[src/rtl/param_sum_accumulator.sv]
// Batch accumulator for half-adder {carry, sum} results over valid/ready handshakes.
// Optional clamp-on-overflow behaviour enabled by defining PARAM_SUM_ACC_SATURATE_EN.
module param_sum_accumulator #(
    parameter int WIDTH     = 1,
    parameter int ACC_WIDTH = 8,
    parameter int N_SAMPLES = 4,
    parameter int CNT_WIDTH = 4
) (
    input  logic                 clk,
    input  logic                 rst_n,
    input  logic                 clear,
    input  logic                 in_valid,
    output logic                 in_ready,
    input  logic [WIDTH-1:0]     in_sum,
    input  logic                 in_carry,
    output logic                 out_valid,
    input  logic                 out_ready,
    output logic [ACC_WIDTH-1:0] acc_out,
    output logic [CNT_WIDTH-1:0] carry_count,
    output logic                 overflow
);

    localparam int SCNT_W = $clog2(N_SAMPLES) + 1;

    typedef enum logic [1:0] {
        IDLE,
        ACCUM,
        DONE
    } state_t;

    state_t              r_state;
    logic [SCNT_W-1:0]   r_count;

    logic [ACC_WIDTH:0]   w_value;
    logic [ACC_WIDTH:0]   w_sum;
    logic [ACC_WIDTH-1:0] w_acc_next;
    logic [SCNT_W-1:0]    w_count_next;
    logic                 w_last;

    assign w_value      = {{(ACC_WIDTH - WIDTH){1'b0}}, in_carry, in_sum};
    assign w_sum        = {1'b0, acc_out} + w_value;
    assign w_count_next = r_count + 1'b1;
    assign w_last       = (w_count_next == SCNT_W'(N_SAMPLES));
    assign in_ready     = (r_state != DONE);

`ifdef PARAM_SUM_ACC_SATURATE_EN
    // Once clamped, any further non-zero beat carries out again, so all-ones holds.
    assign w_acc_next = w_sum[ACC_WIDTH] ? '1 : w_sum[ACC_WIDTH-1:0];
`else
    assign w_acc_next = w_sum[ACC_WIDTH-1:0];
`endif

    always_ff @(posedge clk) begin
        if (!rst_n || clear) begin
            r_state     <= IDLE;
            r_count     <= '0;
            acc_out     <= '0;
            carry_count <= '0;
            overflow    <= 1'b0;
            out_valid   <= 1'b0;
        end else begin
            case (r_state)
                IDLE, ACCUM: begin
                    if (in_valid) begin
                        acc_out <= w_acc_next;
                        r_count <= w_count_next;
                        if (w_sum[ACC_WIDTH])
                            overflow <= 1'b1;
                        if (in_carry && (carry_count != '1))
                            carry_count <= carry_count + 1'b1;
                        if (w_last) begin
                            r_state   <= DONE;
                            out_valid <= 1'b1;
                        end else begin
                            r_state <= ACCUM;
                        end
                    end
                end
                DONE: begin
                    if (out_ready) begin
                        r_state     <= IDLE;
                        r_count     <= '0;
                        acc_out     <= '0;
                        carry_count <= '0;
                        overflow    <= 1'b0;
                        out_valid   <= 1'b0;
                    end
                end
                default: r_state <= IDLE;
            endcase
        end
    end

endmodule

[config.mk]
export PLATFORM = sky130hd
export DESIGN_NAME = param_sum_accumulator
export DESIGN_NICKNAME = d
export VERILOG_FILES = /design/src/rtl/param_sum_accumulator.sv
export SDC_FILE = /design/constraint.sdc
export NUM_CORES = 1
export LEC_CHECK = 0
export CAP_MARGIN = 5
export CORE_ASPECT_RATIO = 1.75
export CORE_MARGIN = 8
export CORE_UTILIZATION = 24
export CTS_CLUSTER_DIAMETER = 150
export DETAILED_ROUTE_END_ITERATION = 8
export PLACE_DENSITY = 0.57
export SLEW_MARGIN = 20
export SYNTH_ARGS = -nofsm -noshare
export SYNTH_HDL_FRONTEND = slang
export SYNTH_SLANG_ARGS = --single-unit
[constraint.sdc]
create_clock -name clk -period 1.84 [get_ports clk]
set_input_delay 0.368 -clock clk [delete_from_list [all_inputs] [get_ports clk]]
set_output_delay 0.368 -clock clk [all_outputs]
set_load 0.005 [all_outputs]
==> impl_results.md, run 1 <==
* WP data required at 2.02 ns
* First-pass GRT wire length at 4008 µm
* Combinational power share at 9.6%
* Ranking of synthesized cells by area: dfxtp_1 41%, a21oi_1 7.1%, ha_1 6.8%, nand3_1 4.3%, o31ai_1 4.1%
* Skew final at 0.002050 ns
* Final net count at 150
* Drt drc at 0
* Antenna cells at 0
* Vias in the first global route at 897
* Placer congestion estimate at 0.7336
* Most common cell in the synthesized netlist: dfxtp_1
* Core Area at 0.003791 mm²
* CP endpoint kind: flop
* Final setup viols at 0
* Hold crit path type: reg -> reg
* Overall Power at 0.7751 mW
* Antenna viol nets, final at 0
* Yosys cell types at 30
* Sw Share at 21.13%
* Run status: completed
* Post-synth net total at 115
* Clock power share at 36.0%
* Setup CP Type: in -> reg
* WL per Instance at 12.53 µm
* CP peak stage delay at 0.51 ns
* Seq pwr share at 54.3%
* CTS Buf Count at 3
* Final Hold Fails at 0
* FP Rows at 30
* Syn Inst Count at 102
* Sequential-to-total area share from yosys stat at 41.25%
* Synth Cell Area at 922.1 µm²
* Arr. time, crit path at 2.00 ns
* CTS Sinks at 19
* Antenna violations before repair at 0
* DRT Pass-1 Iters at 4
* Total number of H-tree levels at 1
* CTS Hold Bufs at 0
* Chip Width at 62.86 µm
* Crit-path leading delay family: simple AND/OR/NAND/NOR gates
* Clock slew seen by the registers of the worst setup and hold paths at 0.07 ns
* Die Y at 98 µm
* Crit start category: input port
* CTS root buffer: clkbuf_8
* Initial Util at 24.32%
* NetSw at 0.1638 mW
* Slew @ Worst Pin at 0.3508 ns
* DR vias/cell at 4.793
* Internal at 0.6113 mW
* I/O pins at 22
* Share of layout cells above drive strength 1 at 14.71%
* Async SR Flop Fraction at 0%
* Die footprint at 0.006160 mm²
* EDFF count, synth at 0
* Max_cap viols at 0
* Most used DFF post-synth: dfxtp_1
* Power Dens Cells at 590.5 mW/mm²
* Yosys warns at 0
* Synth top area share at 41.25%
* HPWL after detailed placement at 1809 µm
* Grt ovf at 0
* Setup TNS at 0 ns
* Layout area overhead at 42.33%
* Final Core Density at 34.62%
* GRT Total Usage at 7.914%
* Worst path bufs/invs at 1
* Iteration-0 DRC count of the detailed router at 44
* Post-route minimum period at 1.812 ns
* Ratio of final minimum period to clock period at 98.48%
* #FFs+latches synth at 19
* Crit path max fanout at 5
* Vias after detailed routing at 882
* Layout fillers at 409
* Clock Latency Late Sink at 0.25 ns
* Cell taking the most area after synthesis: dfxtp_1
* IO buf count at 21
* Max_slew headroom at 76.40%
* Peak supply drop at 316.1 µV
* Clock Tree Buf Depth at 2
* TritonCTS clock tree: yes
* Pin count of the biggest net entering global routing at 11
* Synth cell count leaders: 19 x dfxtp_1, 13 x a21oi_1, 8 x nand3_1
* Critical-path cell list: clkdlybuf4s50_1 > ha_2 > fa_1 > nand3b_1 > or4_1 > a21oi_1
* Leak at 0.4467 nW
* Synth Area per Inst at 9.041 µm²
* Pins Over Slew Limit at 0
* Maximum clock rate at 551.9 MHz
* WL final at 2305 µm
* WHS at 0.4729 ns
* CP max-delay cell: or4_1
[per-stage QoR]
stage,instance area (µm²),std cells,setup slack (ns)
after detailed placement,1249,178,-0.2490
after global routing,1313,184,-0.0008957
final,1313,184,0.02803
after CTS,1294,182,0.0007699
after global placement,1249,178,-0.2202
after floorplan,922.1,102,0.3301
[power by group through the flow]
stage                     clock network [mW]  registers [mW]  logic (mW)
after floorplan                            0           0.430      0.0317
after global placement                     0           0.430      0.0723
after detailed placement                   0           0.431      0.0736
after CTS                              0.293           0.421      0.0740
after global routing                   0.318           0.422      0.0830
final                                  0.279           0.421      0.0747
[layout by cell type, fill, tap and decap left out, drive strengths merged, types with 5 or more instances in the layout]
cell	instances
a21oi	13
buf	12
clkdlybuf4s50	21
dfxtp	19
ha	5
nand2	7
nand3	8
nor2	5
o31ai	5
[path summary, 6_finish.rpt]
check             start    endpoint  slack, ns  cells after the start
max reg2reg  acc_out[0]  acc_out[6]       0.25                      5
min reg2reg  r_count[1]  r_count[1]       0.47                      2
min          r_count[1]  r_count[1]       0.47                      2
max              in_sum  acc_out[6]       0.03                      6
[layout make-up]
type                       count  area [µm²]  share of cell area [%]
sequential                    19       381.6                   29.08
tap                           48       60.06                   4.576
timing repair buffer          33       300.3                   22.88
inverter                       4       15.01                   1.144
clock buffer                   4       45.04                   3.432
multi-input combinational     76       510.5                   38.89
[timing repair]
action	in CTS	in global routing
buffers inserted	0	2
setup endpoints to repair	0	2
resized for setup	0	2
endpoints found under the hold margin	0	0
[registers in the layout, indices dropped and copies added, names as in the netlist]
name,flops
r_count,3
carry_count,4
overflow,1
out_valid,1
r_state,2
acc_out,8
[cell families after synthesis]
| logic type | Yosys count | share of synthesized area, % |
|---|---|---|
| XOR/XNOR | 1 | 0.9500 |
| flip-flops | 19 | 41.25 |
| AO/OA/AOI/OAI | 26 | 17.91 |
| AND/OR/NAND/NOR | 41 | 25.10 |
| multiplexers | 2 | 2.171 |
| buffers and inverters | 7 | 3.663 |
| adder cells (fa/ha/maj) | 6 | 8.955 |
[layer usage]
| metal | global-route usage (%) | vias to the layer above | share of wire (%) | wire length, µm |
|---|---|---|---|---|
| met5 | 0 | - | 0 | 0 |
| met4 | 4.240 | 0 | 2.1 | 48 |
| met3 | 3.211 | 5 | 7.1 | 164 |
| met2 | 13.46 | 22 | 52 | 1198 |
| met1 | 8.021 | 412 | 39 | 893 |
| li1 | - | 443 | - | - |
[worst register-to-register path, delay by kind of cell, from the launching register on]
family                     cells  cell delay, ns
and+or+nand+nor                2            0.68
DFF                            1            0.36
adders and majority gates      2            0.36
AOI/OAI and AO/OA              1            0.14
(Power assumes the default switching activity.)
==> run 2, diff against run 1 <==
--- a/config.mk
+++ b/config.mk
@@ -5,13 +5,15 @@
 export SDC_FILE = /design/constraint.sdc
 export NUM_CORES = 1
 export LEC_CHECK = 0
+export ABC_CLOCK_PERIOD_IN_PS = 1840
 export CAP_MARGIN = 5
+export CELL_PAD_IN_SITES_DETAIL_PLACEMENT = 0
+export CELL_PAD_IN_SITES_GLOBAL_PLACEMENT = 1
 export CORE_ASPECT_RATIO = 1.75
-export CORE_MARGIN = 8
 export CORE_UTILIZATION = 24
 export CTS_CLUSTER_DIAMETER = 150
 export DETAILED_ROUTE_END_ITERATION = 8
-export PLACE_DENSITY = 0.57
+export PLACE_DENSITY = 0.68
 export SLEW_MARGIN = 20
 export SYNTH_ARGS = -nofsm -noshare
 export SYNTH_HDL_FRONTEND = slang
==> run 2 against run 1 <==
  * Combinational power about the same
  * Hold slack improved by 0.0029 ns
  * First-iteration DRC count decreased by 45%
  * Die area decreased by 33%
  * Via count increased by 0.57%
==> impl_results.md, run 2 (same netlist as run 1, synthesis figures left out) <==
* Core Area at 0.003665 mm² (-3.3%)
* Chip Width at 48.86 µm (-22%)
* Vias after detailed routing at 887 (+0.57%)
* Antenna cells at 0 (unchanged)
* CP peak stage delay at 0.49 ns (-0.02 ns)
* Worst Hold Depth at 2 (unchanged)
* Regs by FF count: acc_out x8, carry_count x4, r_count x3
* Antenna viol nets, final at 0 (unchanged)
* Ratio of final minimum period to clock period at 96.18% (-2.3 points)
* Antenna violations before repair at 0 (unchanged)
* Final setup viols at 0 (unchanged)
* Total number of H-tree levels at 1 (unchanged)
* Area of the multi-input gates at 514.2 µm² (+0.74%)
* Hold worst-path end: r_count[1]
* Crit start category: input port
* Clock slew seen by the registers of the worst setup and hold paths at 0.07 ns (about the same)
* CTS Sinks at 19 (unchanged)
* Max FFs per register at 8 (unchanged)
* Critical-path cell list: clkdlybuf4s50_1 > ha_1 > fa_1 > nand3b_1 > or4_1 > a21oi_1
* Skew final at 0.001727 ns (-0.0003227 ns)
* Drt drc at 0 (unchanged)
* Hold crit path type: reg -> reg
* Die Y at 84 µm (-14%)
* Vias in the first global route at 835 (-6.9%)
* WL per Instance at 12.50 µm (-0.22%)
* Die footprint at 0.004104 mm² (-33%)
* Pin count of the biggest net entering global routing at 11 (unchanged)
* Setup TNS at 0 ns (unchanged)
* Leak at 0.4577 nW (+2.5%)
* CTS root buffer: clkbuf_8
* Place WS at -0.2521 ns (-0.003078 ns)
* Slew @ Worst Pin at 0.4084 ns (+0.05758 ns)
* Worst reg2reg path depth at 5 (unchanged)
* Clock Tree Buf Depth at 2 (unchanged)
* Commonest non-fill, non-tap cells in the layout: 21 x clkdlybuf4s50_1, 19 x dfxtp_1, 14 x buf_4
* Final Hold Fails at 0 (unchanged)
* Placed insts at 178 (unchanged)
* Most common cell after layout, fill and taps aside: clkdlybuf4s50_1
* Cell Area, Placed at 0.001261 mm² (+1.0%)
* CP max-delay cell: or4_1
* Top reg by flops: acc_out
* Arr. time, crit path at 1.97 ns (-0.03 ns)
* Run status: completed
* GRT Total Usage at 11.90% (+4.0 points)
* Max_slew headroom at 72.77% (-3.6 points)
* I/O pins at 22 (unchanged)
* WHS at 0.4757 ns (+0.002871 ns)
* Setup CP Type: in -> reg
* Share of layout cells above drive strength 1 at 15.22% (+0.51 points)
* DR vias/cell at 4.821 (+0.57%)
* Initial Util at 25.16% (+0.84 points)
* HPWL after detailed placement at 1703 µm (-5.8%)
* Grt ovf at 0 (unchanged)
* Layout area overhead at 43.96%
* Iteration-0 DRC count of the detailed router at 24 (-45%)
* Worst reg2reg path startpoint: acc_out[0]
* Clock Latency Late Sink at 0.26 ns (about the same)
* Peak supply drop at 264.6 µV (-16%)
* WL final at 2300 µm (-0.22%)
* Worst path bufs/invs at 1 (unchanged)
* Crit-path leading delay family: simple AND/OR/NAND/NOR gates
* TritonCTS clock tree: yes
* Maximum clock rate at 565.0 MHz (+2.4%)
* Post-route minimum period at 1.770 ns (-0.04221 ns)
* Power Dens Cells at 603.4 mW/mm² (+2.2%)
* Crit path max fanout at 4 (-1)
* CP endpoint kind: flop
* Final net count at 152 (+1.3%)
* Overall Power at 0.8011 mW (+3.4%)
* First-pass GRT wire length at 3753 µm (-6.4%)
* FP Rows at 29 (-3.3%)
* Final instance area at 0.001328 mm² (+1.1%)
* CTS Hold Bufs at 0 (unchanged)
* WP data required at 2.04 ns (+0.02 ns)
* CTS Buf Count at 3 (unchanged)
* Pins Over Slew Limit at 0 (unchanged)
* Setup ws final at 0.07024 ns (+0.04221 ns)
* Finished Layout Cells at 184 (unchanged)
* Max_cap viols at 0 (unchanged)
* Reg-to-Reg End: acc_out[6]
* Hold Startpoint: r_count[1]
* FF+latch area at 380.4 µm² (-0.33%)
* DRT Pass-1 Iters at 4 (unchanged)
* Final Core Density at 36.22% (+1.6 points)
* Placer congestion estimate at 0.7595 (+3.5%)
* IO buf count at 21 (unchanged)
* Worst R2R Setup Slack at 0.26 ns (about the same)
* Layout fillers at 375 (-8.3%)
[run 2: changes by cell type in the layout (fill, tap and decap cells not counted)]
cell | previous run | this run
nor4_2 | 0 | 1
dfxtp_1 | 18 | 19
buf_4 | 12 | 14
dfxtp_2 | 1 | 0
nor4_1 | 2 | 1
ha_1 | 4 | 5
ha_2 | 1 | 0
[run 2: repair_timing]
item	CTS	global route
setup buffers	0	2
resized for setup	0	1
setup endpoints to repair	0	2
endpoints found under the hold margin	0	0
[run 2: power by group]
part	internal (mW)	total, mW	switching (mW)
Clock	0.155	0.306	0.151
Sequential	0.416	0.421	0.00482
Combinational	0.0411	0.0745	0.0334
Total	0.612	0.801	0.189
[run 2: worst max-delay path by stage]
stage,start,end,cells past startpoint
finish,in_sum,acc_out[6],6
CTS,in_sum,acc_out[6],6
global route,in_sum,acc_out[4],7
detailed placement,in_sum,acc_out[6],6
floorplan,in_sum,acc_out[6],5
global placement,in_sum,acc_out[6],6
[run 2: routing by layer]
metal / track usage (%) / vias up / wire, µm
met1: 12.75 / 407 / 954
li1: - / 447 / -
met5: 0 / - / 0
met4: 8.021 / 0 / 63
met3: 1.821 / 5 / 91
met2: 20.83 / 28 / 1190
[run 2: area by class of cell]
type,count,share of cell area (%)
Tap cell,46,4.336
Inverter,4,1.131
Clock buffer,4,3.393
Sequential cell,19,28.65
Multi-Input combinational cell,76,38.74
Timing Repair Buffer,35,23.75
[run 2: tightest hold or removal path, stage by stage (launching register included)]
cell     delay, ns
dfxtp_1       0.31
nand3_1       0.06
a21oi_1       0.06
